--- src/rtl/alu_serial_sequencer_pkg.sv ---
// alu_serial_sequencer_pkg: opcodes, FSM state encoding and opcode legality check
package alu_serial_sequencer_pkg;
  localparam logic [2:0] OP_ADD  = 3'b000;
  localparam logic [2:0] OP_AND  = 3'b001;
  localparam logic [2:0] OP_OR   = 3'b010;
  localparam logic [2:0] OP_XOR  = 3'b011;
  localparam logic [2:0] OP_XNOR = 3'b100;
  typedef enum logic [1:0] {ST_IDLE, ST_SHIFT, ST_DONE} state_e;
  function automatic logic is_legal_op(input logic [2:0] o);
    return o <= OP_XNOR;
  endfunction
endpackage

--- src/rtl/alu_serial_shreg.sv ---
// alu_serial_shreg: load/shift-right register with serial input into the MSB
module alu_serial_shreg #(
  parameter int WIDTH = 8
) (
  input  logic             clk,
  input  logic             rst_n,
  input  logic             load_i,
  input  logic             shift_i,
  input  logic [WIDTH-1:0] d_i,
  input  logic             si_i,
  output logic [WIDTH-1:0] q_o
);
  logic [WIDTH-1:0] sh_q;
  always_ff @(posedge clk or negedge rst_n)
    if (!rst_n) sh_q <= '0;
    else if (load_i) sh_q <= d_i;
    else if (shift_i) sh_q <= {si_i, sh_q[WIDTH-1:1]};
  assign q_o = sh_q;
endmodule

--- src/rtl/alu_serial_sequencer.sv ---
// alu_serial_sequencer: drives a 1-bit ALU LSB first and assembles its
// serial X/C_out back into a parallel result with final carry.
module alu_serial_sequencer
  import alu_serial_sequencer_pkg::*;
#(
  parameter int WIDTH = 8
) (
  input  logic             CLK,
  input  logic             RST_N,
  input  logic             start,
  input  logic [2:0]       op,
  input  logic [WIDTH-1:0] a,
  input  logic [WIDTH-1:0] b,
  input  logic             cin,
  output logic             busy,
  output logic             done,
  output logic [WIDTH-1:0] result,
  output logic             carry,
  output logic             err,
  output logic [2:0]       alu_mode,
  output logic             alu_a,
  output logic             alu_b,
  output logic             alu_c_in,
  input  logic             alu_x,
  input  logic             alu_c_out
);
  localparam int CW = $clog2(WIDTH);
  state_e           state_q, state_d;
  logic [CW-1:0]    cnt_q, cnt_d;
  logic [2:0]       op_q, op_d;
  logic             c_q, c_d, carry_q, carry_d, err_q, err_d, ld, sh;
  logic [WIDTH-1:0] res_q, res_d, a_sh, b_sh, r_sh;
  logic             unused;
  alu_serial_shreg #(.WIDTH(WIDTH)) u_a (.clk(CLK), .rst_n(RST_N), .load_i(ld), .shift_i(sh),
    .d_i(a), .si_i(1'b0), .q_o(a_sh));
  alu_serial_shreg #(.WIDTH(WIDTH)) u_b (.clk(CLK), .rst_n(RST_N), .load_i(ld), .shift_i(sh),
    .d_i(b), .si_i(1'b0), .q_o(b_sh));
  alu_serial_shreg #(.WIDTH(WIDTH)) u_r (.clk(CLK), .rst_n(RST_N), .load_i(ld), .shift_i(sh),
    .d_i('0), .si_i(alu_x), .q_o(r_sh));
  always_ff @(posedge CLK or negedge RST_N)
    if (!RST_N) begin
      state_q <= ST_IDLE;
      cnt_q   <= '0;
      op_q    <= OP_ADD;
      c_q     <= 1'b0;
      res_q   <= '0;
      carry_q <= 1'b0;
      err_q   <= 1'b0;
    end else begin
      state_q <= state_d;
      cnt_q   <= cnt_d;
      op_q    <= op_d;
      c_q     <= c_d;
      res_q   <= res_d;
      carry_q <= carry_d;
      err_q   <= err_d;
    end
  // Outputs are captured on the edge entering DONE so they are valid with the done pulse.
  always_comb begin
    state_d = state_q;
    cnt_d   = cnt_q;
    op_d    = op_q;
    c_d     = c_q;
    res_d   = res_q;
    carry_d = carry_q;
    err_d   = err_q;
    ld      = 1'b0;
    sh      = 1'b0;
    case (state_q)
      ST_IDLE:
        if (start && is_legal_op(op)) begin
          ld      = 1'b1;
          op_d    = op;
          c_d     = (op == OP_ADD) ? cin : 1'b0;
          cnt_d   = '0;
          state_d = ST_SHIFT;
        end else if (start) begin
          res_d   = '0;
          carry_d = 1'b0;
          err_d   = 1'b1;
          state_d = ST_DONE;
        end
      ST_SHIFT: begin
        sh    = 1'b1;
        c_d   = (op_q == OP_ADD) ? alu_c_out : 1'b0;
        cnt_d = cnt_q + 1'b1;
        if (cnt_q == CW'(WIDTH - 1)) begin
          cnt_d   = cnt_q;
          res_d   = {alu_x, r_sh[WIDTH-1:1]};
          carry_d = (op_q == OP_ADD) ? alu_c_out : 1'b0;
          err_d   = 1'b0;
          state_d = ST_DONE;
        end
      end
      default: state_d = ST_IDLE;
    endcase
  end
  assign busy     = state_q != ST_IDLE;
  assign done     = state_q == ST_DONE;
  assign result   = res_q;
  assign carry    = carry_q;
  assign err      = err_q;
  assign alu_mode = (state_q == ST_SHIFT) ? op_q : 3'b000;
  assign alu_a    = a_sh[0];
  assign alu_b    = b_sh[0];
  assign alu_c_in = (op_q == OP_ADD) ? c_q : 1'b0;
  assign unused   = ^{a_sh[WIDTH-1:1], b_sh[WIDTH-1:1]};
endmodule

--- config.mk ---
export PLATFORM = sky130hd
export DESIGN_NAME = alu_serial_sequencer
export DESIGN_NICKNAME = d
export VERILOG_FILES = /design/src/rtl/alu_serial_sequencer_pkg.sv /design/src/rtl/alu_serial_shreg.sv /design/src/rtl/alu_serial_sequencer.sv
export SDC_FILE = /design/constraint.sdc
export NUM_CORES = 1
export LEC_CHECK = 0
export ABC_AREA = 1
export CAP_MARGIN = 20
export CORE_MARGIN = 8
export CORE_UTILIZATION = 46
export DETAILED_ROUTE_END_ITERATION = 10
export PLACE_DENSITY = 0.74
export SLEW_MARGIN = 10
export SYNTH_ARGS = -nofsm -noshare
export SYNTH_HDL_FRONTEND = slang
export SYNTH_SLANG_ARGS = --single-unit
--- constraint.sdc ---
create_clock -name CLK -period 1.35 [get_ports CLK]
set_input_delay 0.405 -clock CLK [delete_from_list [all_inputs] [get_ports CLK]]
set_output_delay 0.405 -clock CLK [all_outputs]
set_load 0.005 [all_outputs]
# --- Yosys cells after proc, flatten, opt, wreduce, memory -nomap -nowiden ---
# Index checks and enable logic that the tools add are counted.
classes:
  mux: 34
  n_lt_le_gt_ge: 1
  add_sub_neg: 1
  n_eq_ne: 9
  reduce_logical: 12
op_table:
  columns: ["op", "count"]
  rows:
  - ["$mux W8", 9]
  - ["$pmux W8 S2", 1]
  - ["$mux W1", 13]
  - ["$ne A2 B2 Y1 const B", 5]
  - ["$mux W3", 3]
  - ["$logic_not A3 Y1", 2]
  - ["$mux W2", 3]
  - ["$pmux W1 S2", 3]
  - ["$pmux W3 S2", 1]
  - ["$reduce_and A2 Y1", 3]
  - ["$reduce_bool A2 Y1", 3]
  - ["$pmux W2 S2", 1]
  - ["$reduce_and A4 Y1", 1]
  - ["$add A3 B1 Y3 const B", 1]
  - ["$eq A3 B3 Y1 const B", 1]
  - ["$le A3 B3 Y1 const B", 1]
  - ["$ne A3 B3 Y1 const B", 1]
  - ["$reduce_and A3 Y1", 1]
  - ["$eq A2 B1 Y1 const B", 1]
  - ["$eq A2 B2 Y1 const B", 1]
  - ["$logic_not A2 Y1", 1]
  - ["$logic_and A1 B1 Y1", 1]
word_totals:
  word_cells: 67
  regBits: 43
  inputBits: 25

# --- Depth between registers and ports, before layout ---
logic_depth:
  depth_word: 5
  ltp_mapped: 8

# --- By module ---
# From an unflattened synthesis, not the netlist that was laid out.
unflattened:
  hier_cells: 258
  area_unflattened_um2: 2078.2
modules_own_cells:
  columns: ["mod", "area_each_um2", "cells_per_inst", "n_inst"]
  rows:
  - ["alu_serial_shreg", 374.1, 44, 3]
  - ["alu_serial_sequencer", 955.9, 126, 1]

# --- Worst setup path before layout ---
# Ideal clock, no wire load.
synth_path:
  path_kind: "register -> register"
  start: "register cnt_q[0]"
  end: "register err_q, in the netlist err"
  t_required_ns: 1.284
  arrival_ns: 1.335
  period_less_slack_ns: 1.400
  path_stages_with_launch: 9
  path_buffers: 1
  path_slack_ns: -0.050
  cell_sequence: "dfrtp_1 > ha_1 > ha_1 > o21ai_1 > nor2_4 > nand2_2 > buf_6 > nand2_1 > nand2_1"
synth_via:
  elab_chain_cells: 3
synth_rtl:
  columns: ["element", "line_no", "rtl"]
  rows:
  - ["start, declared", "alu_serial_sequencer.sv:29", "logic [CW-1:0] cnt_q, cnt_d;"]
  - ["start signal, assigned", "alu_serial_sequencer.sv:51", "cnt_q <= cnt_d;"]
  - ["$eq A3 B3 Y1", "alu_serial_sequencer.sv:87", "if (cnt_q == CW'(WIDTH - 1)) begin"]
  - ["$ne A2 B2 Y1 (no line)", null, null]
  - ["$reduce_and A4 Y1 (no line)", null, null]
  - ["end signal, assigned", "alu_serial_sequencer.sv:56", "err_q <= err_d;"]
  - ["end, declared", "alu_serial_sequencer.sv:31", "logic c_q, c_d, carry_q, carry_d, err_q, err_d, ld, sh;"]
# Every way passes these cells.
# A chain may end at the register's enable or synchronous reset.

# --- Worst setup path after layout ---
layout_path:
  start: "register state_q[1]"
  end: "register op_q[0]"
layout_via:
  elab_chain_cells: 2
layout_rtl:
  columns: ["element", "line_no", "rtl"]
  rows:
  - ["start, declared", "alu_serial_sequencer.sv:28", "state_e state_q, state_d;"]
  - ["start signal, assigned", "alu_serial_sequencer.sv:50", "state_q <= state_d;"]
  - ["$logic_not A2 Y1", "alu_serial_sequencer.sv:69", "case (state_q)"]
  - ["$reduce_and A2 Y1 (no line)", null, null]
  - ["end signal, assigned", "alu_serial_sequencer.sv:52", "op_q <= op_d;"]
  - ["end, declared", "alu_serial_sequencer.sv:30", "logic [2:0] op_q, op_d;"]
# Every way passes these cells.

==> metrics.md <==
| Metric | Value |
|---|---|
| Status | finished, violations left |
| Violated checks | negative setup slack |
| Critical path launch point type | flip-flop |
| Syn_area_per_cell | 7.86 µm² |
| Fillers | 245 |
| Hold_ws | 0.0534 ns |
| Die height | 84.0 µm |
| Final Slew Violations | 0 |
| DIE AREA | 7060 µm² |
| Critical path class | reg -> reg |
| Non-Filler Instances | 415 |
| Final Hold Fails | 0 |
| Flop-to-flop setup slack | -0.21 ns |
| Largest net degree at the start of global routing | 43 |
| Gpl congestion | a little over 0.8 |
| Clk sinks | 42 |
| Critical Path AT | 1.75 ns |
| Worst-skew pair later-pin latency | 0.30 ns |
| CTS tree | done |
| Vias/cell | between 5 and 6 |
| I/O pin count | 43 |
| RSZ-0062 raised after global routing | true |
| CTS root buf | clkbuf_8 |
| CTS Buf Count | 5 |
| Reg area | approximately 1100 µm² |
| Placed cells | 379 |
| Slew @ Worst Pin | 0.354 ns |
| Initial drt markers | 158 |
| TritonRoute pass-1 iters | 4 |
| Hold/Removal Path Class | in -> async |
| Syn Nets | approximately 300 |
| Crit path to | op_q[0] |
| Most used cell, CP | buf_6 |
| Total GRT Usage | 18.7% |
| Row cnt | 24 |
| Vias | 2249 |
| PD cells | roughly 2100 nW/µm² |
| CTS Hold Bufs | 0 |
| F_max | 642 MHz |
| Area of the multi-input gates | 1260 µm² |
| Area after DPL | 2770 µm² |
| CP Launch Point | state_q[1] |
| Critical Path RT | 1.54 ns |
| Sequential area share after synthesis | between 40% and 50% |
| Die width | 84.0 µm |
| Met1 Usage GRT | 23.1% |
| Reg2reg path depth | 8 |
| Yosys warnings | 0 |
| Post-synthesis cell count | 271 |
| Ant. Diodes | 0 |
| Post-route DRC violation count | 0 |
| Crit path cell chain | inv_2 > buf_6 > nand2_4 > buf_6 > inv_4 > nand3_4 > buf_6 > o21a_1 |
| Core area | 4410 µm² |
| Max FO, Critical Path | 8 |
| Top Family by Delay on Critical Path | buffers and inverters |
| Total wire length | 7070 µm |
| Max cap viols | 0 |
| Worst r2r dst | op_q[0] |
| Area grow syn2layout | 68.4% |
| Worst slack at placement | -0.400 ns |
| Clock slew at reported path FFs | approximately 0.080 ns |
| Dpl hpwl | between 3000 and 4000 µm |
| Met3 usage in global routing | 5.76% |
| Vias in the first global route | 2270 |
| First-pass GRT wire length | 10900 µm |
| CP Buf/Inv Count | 5 |
| Routed WL per cell | 17.0 µm |
| Slowest cell on crit path | dfrtp_1 |
| Final non-filler cell area | between 3000 and 4000 µm² |
| Leakage | about 1.8 nW |
| Fin crit share | 115% |
| Share of layout cells above drive strength 1 | ~42% |
| Worst setup margin | -0.208 ns |
| Synth unique cells | 22 |
| CP Depth | 8 |
| VDD IR max | 1.12 mV |
| Clk_skew | 0.0113 ns |
| CP endpoint kind | flip-flop |
| Util after Layout | between 80% and 90% |
| Total gr overflow | 0 |
| Final nets | 390 |
| I/O Buffers | 42 |
| Tmin final | 1.56 ns |
| GR peak layer | met2 |
| Critical R2R Launch | state_q[1] |
| Grt met2 use | 30.4% |
| Starting Density | roughly 48% |
| Max_slew headroom | around 76% |
| H-tree Lvls | 2 |
| Antenna violations before repair | 0 |
| Post-DRT Antenna Nets | 0 |
| Endpoints failing setup | between 40 and 50 |
| CP max stage delay | 0.41 ns |
| Yosys reg bits | 42 |
| Netlist Area Pre-Place | 2130 µm² |
| Clk buf depth | 2 |
flip-flops by register name, summed over array words and instances (netlist names):
| name | cells |
|---|---|
| result | 8 |
| u_a.q_o | 8 |
| u_b.q_o | 8 |
| u_r.q_o | 7 |
| cnt_q | 3 |
| op_q | 3 |
| state_q | 2 |
| c_q | 1 |
| carry | 1 |
| err | 1 |
power breakdown:
group          leakage (nW)  internal, mW  switching, mW
Sequential            0.539          1.78          0.388
Clock                0.0573         0.592          0.450
Combinational          1.21          2.12           2.29
worst min path at each step:
| stage | startpoint | to | cells past startpoint |
|---|---|---|---|
| after global placement | RST_N | result[3] | 2 |
| after floorplan | RST_N | c_q | 0 |
| after detailed placement | RST_N | result[3] | 2 |
| after global routing | RST_N | result[3] | 2 |
| after CTS | RST_N | op_q[0] | 2 |
| final | RST_N | carry | 2 |
cells in the final DEF (no fill, tap or decap), drive strengths merged:
cell type      netlist  layout
nand2               90      91
buf                 10      63
nand3               43      43
dfrtp               42      42
inv                 29      29
clkdlybuf4s50        0      20
nor2                19      19
nand4               18      18
clkdlybuf4s15        0      10
o21ai               10      10
clkbuf               5       9
o21a                 3       3
dlygate4sd2          0       3
ha                   2       2
bufinv               0       1
logic make-up after synthesis:
logic type | Yosys count | share of synthesized area (%)
simple gates | 170 | 36.0
flops | 42 | 49.4
compound gates | 13 | 3.94
fa+ha+maj | 2 | 1.17
buf+inv | 44 | 9.52
cells in the mapped netlist:
master	n	area [µm²]
nand2_2	1	6.26
nand3_2	2	20.0
nor2_2	1	6.26
nand3_1	41	205
o21ai_0	7	35.0
o21ai_1	2	10.0
dfrtp_1	42	1050
buf_6	2	22.5
o21a_1	3	22.5
inv_4	1	6.26
nand2_1	88	330
nand2_4	1	11.3
buf_4	4	30.0
inv_2	2	7.51
buf_2	4	20.0
nor2_4	1	11.3
o21ai_4	1	16.3
nand4_1	18	113
clkbuf_1	5	18.8
nor2_1	17	63.8
ha_1	2	25.0
inv_1	26	97.6
layer usage:
metal / routed length (µm) / part of all wire [%] / vias to the layer above
met1: 2970 / 42 / 1087
met5: 0 / 0 / -
met3: 448 / 6.3 / 17
li1: - / - / 1063
met4: 153 / 2.2 / 0
met2: 3490 / 49 / 82
final cells by class:
| class | instances | share of cell area [%] |
|---|---|---|
| clock inverters | 1 | 0.837 |
| repair buffers | 99 | 27.5 |
| clock buffers | 6 | 2.30 |
| flip-flops and latches | 42 | 29.3 |
| inverters | 29 | 3.18 |
| multi-input cells | 186 | 35.1 |
| well taps | 52 | 1.81 |
through the flow:
| step | TNS (ns) | total power, mW |
|---|---|---|
| 6_report | -6.21 | 7.61 |
| 5_1_grt | -8.86 | 8.05 |
| 4_1_cts | -4.88 | 6.82 |
| 3_5_place_dp | -16.41 | 4.80 |
| 3_3_place_gp | -14.26 | 4.72 |
| 2_1_floorplan | 0 | 3.63 |
timing repair:
item / 4_1_cts / 5_1_grt
buffers inserted: 16 / 11
gates resized for setup: 114 / 65
pin swaps: 22 / 17
setup endpoints to repair: 59 / 58
cloned: 6 / 1
Power figures use the tool's default switching activity.
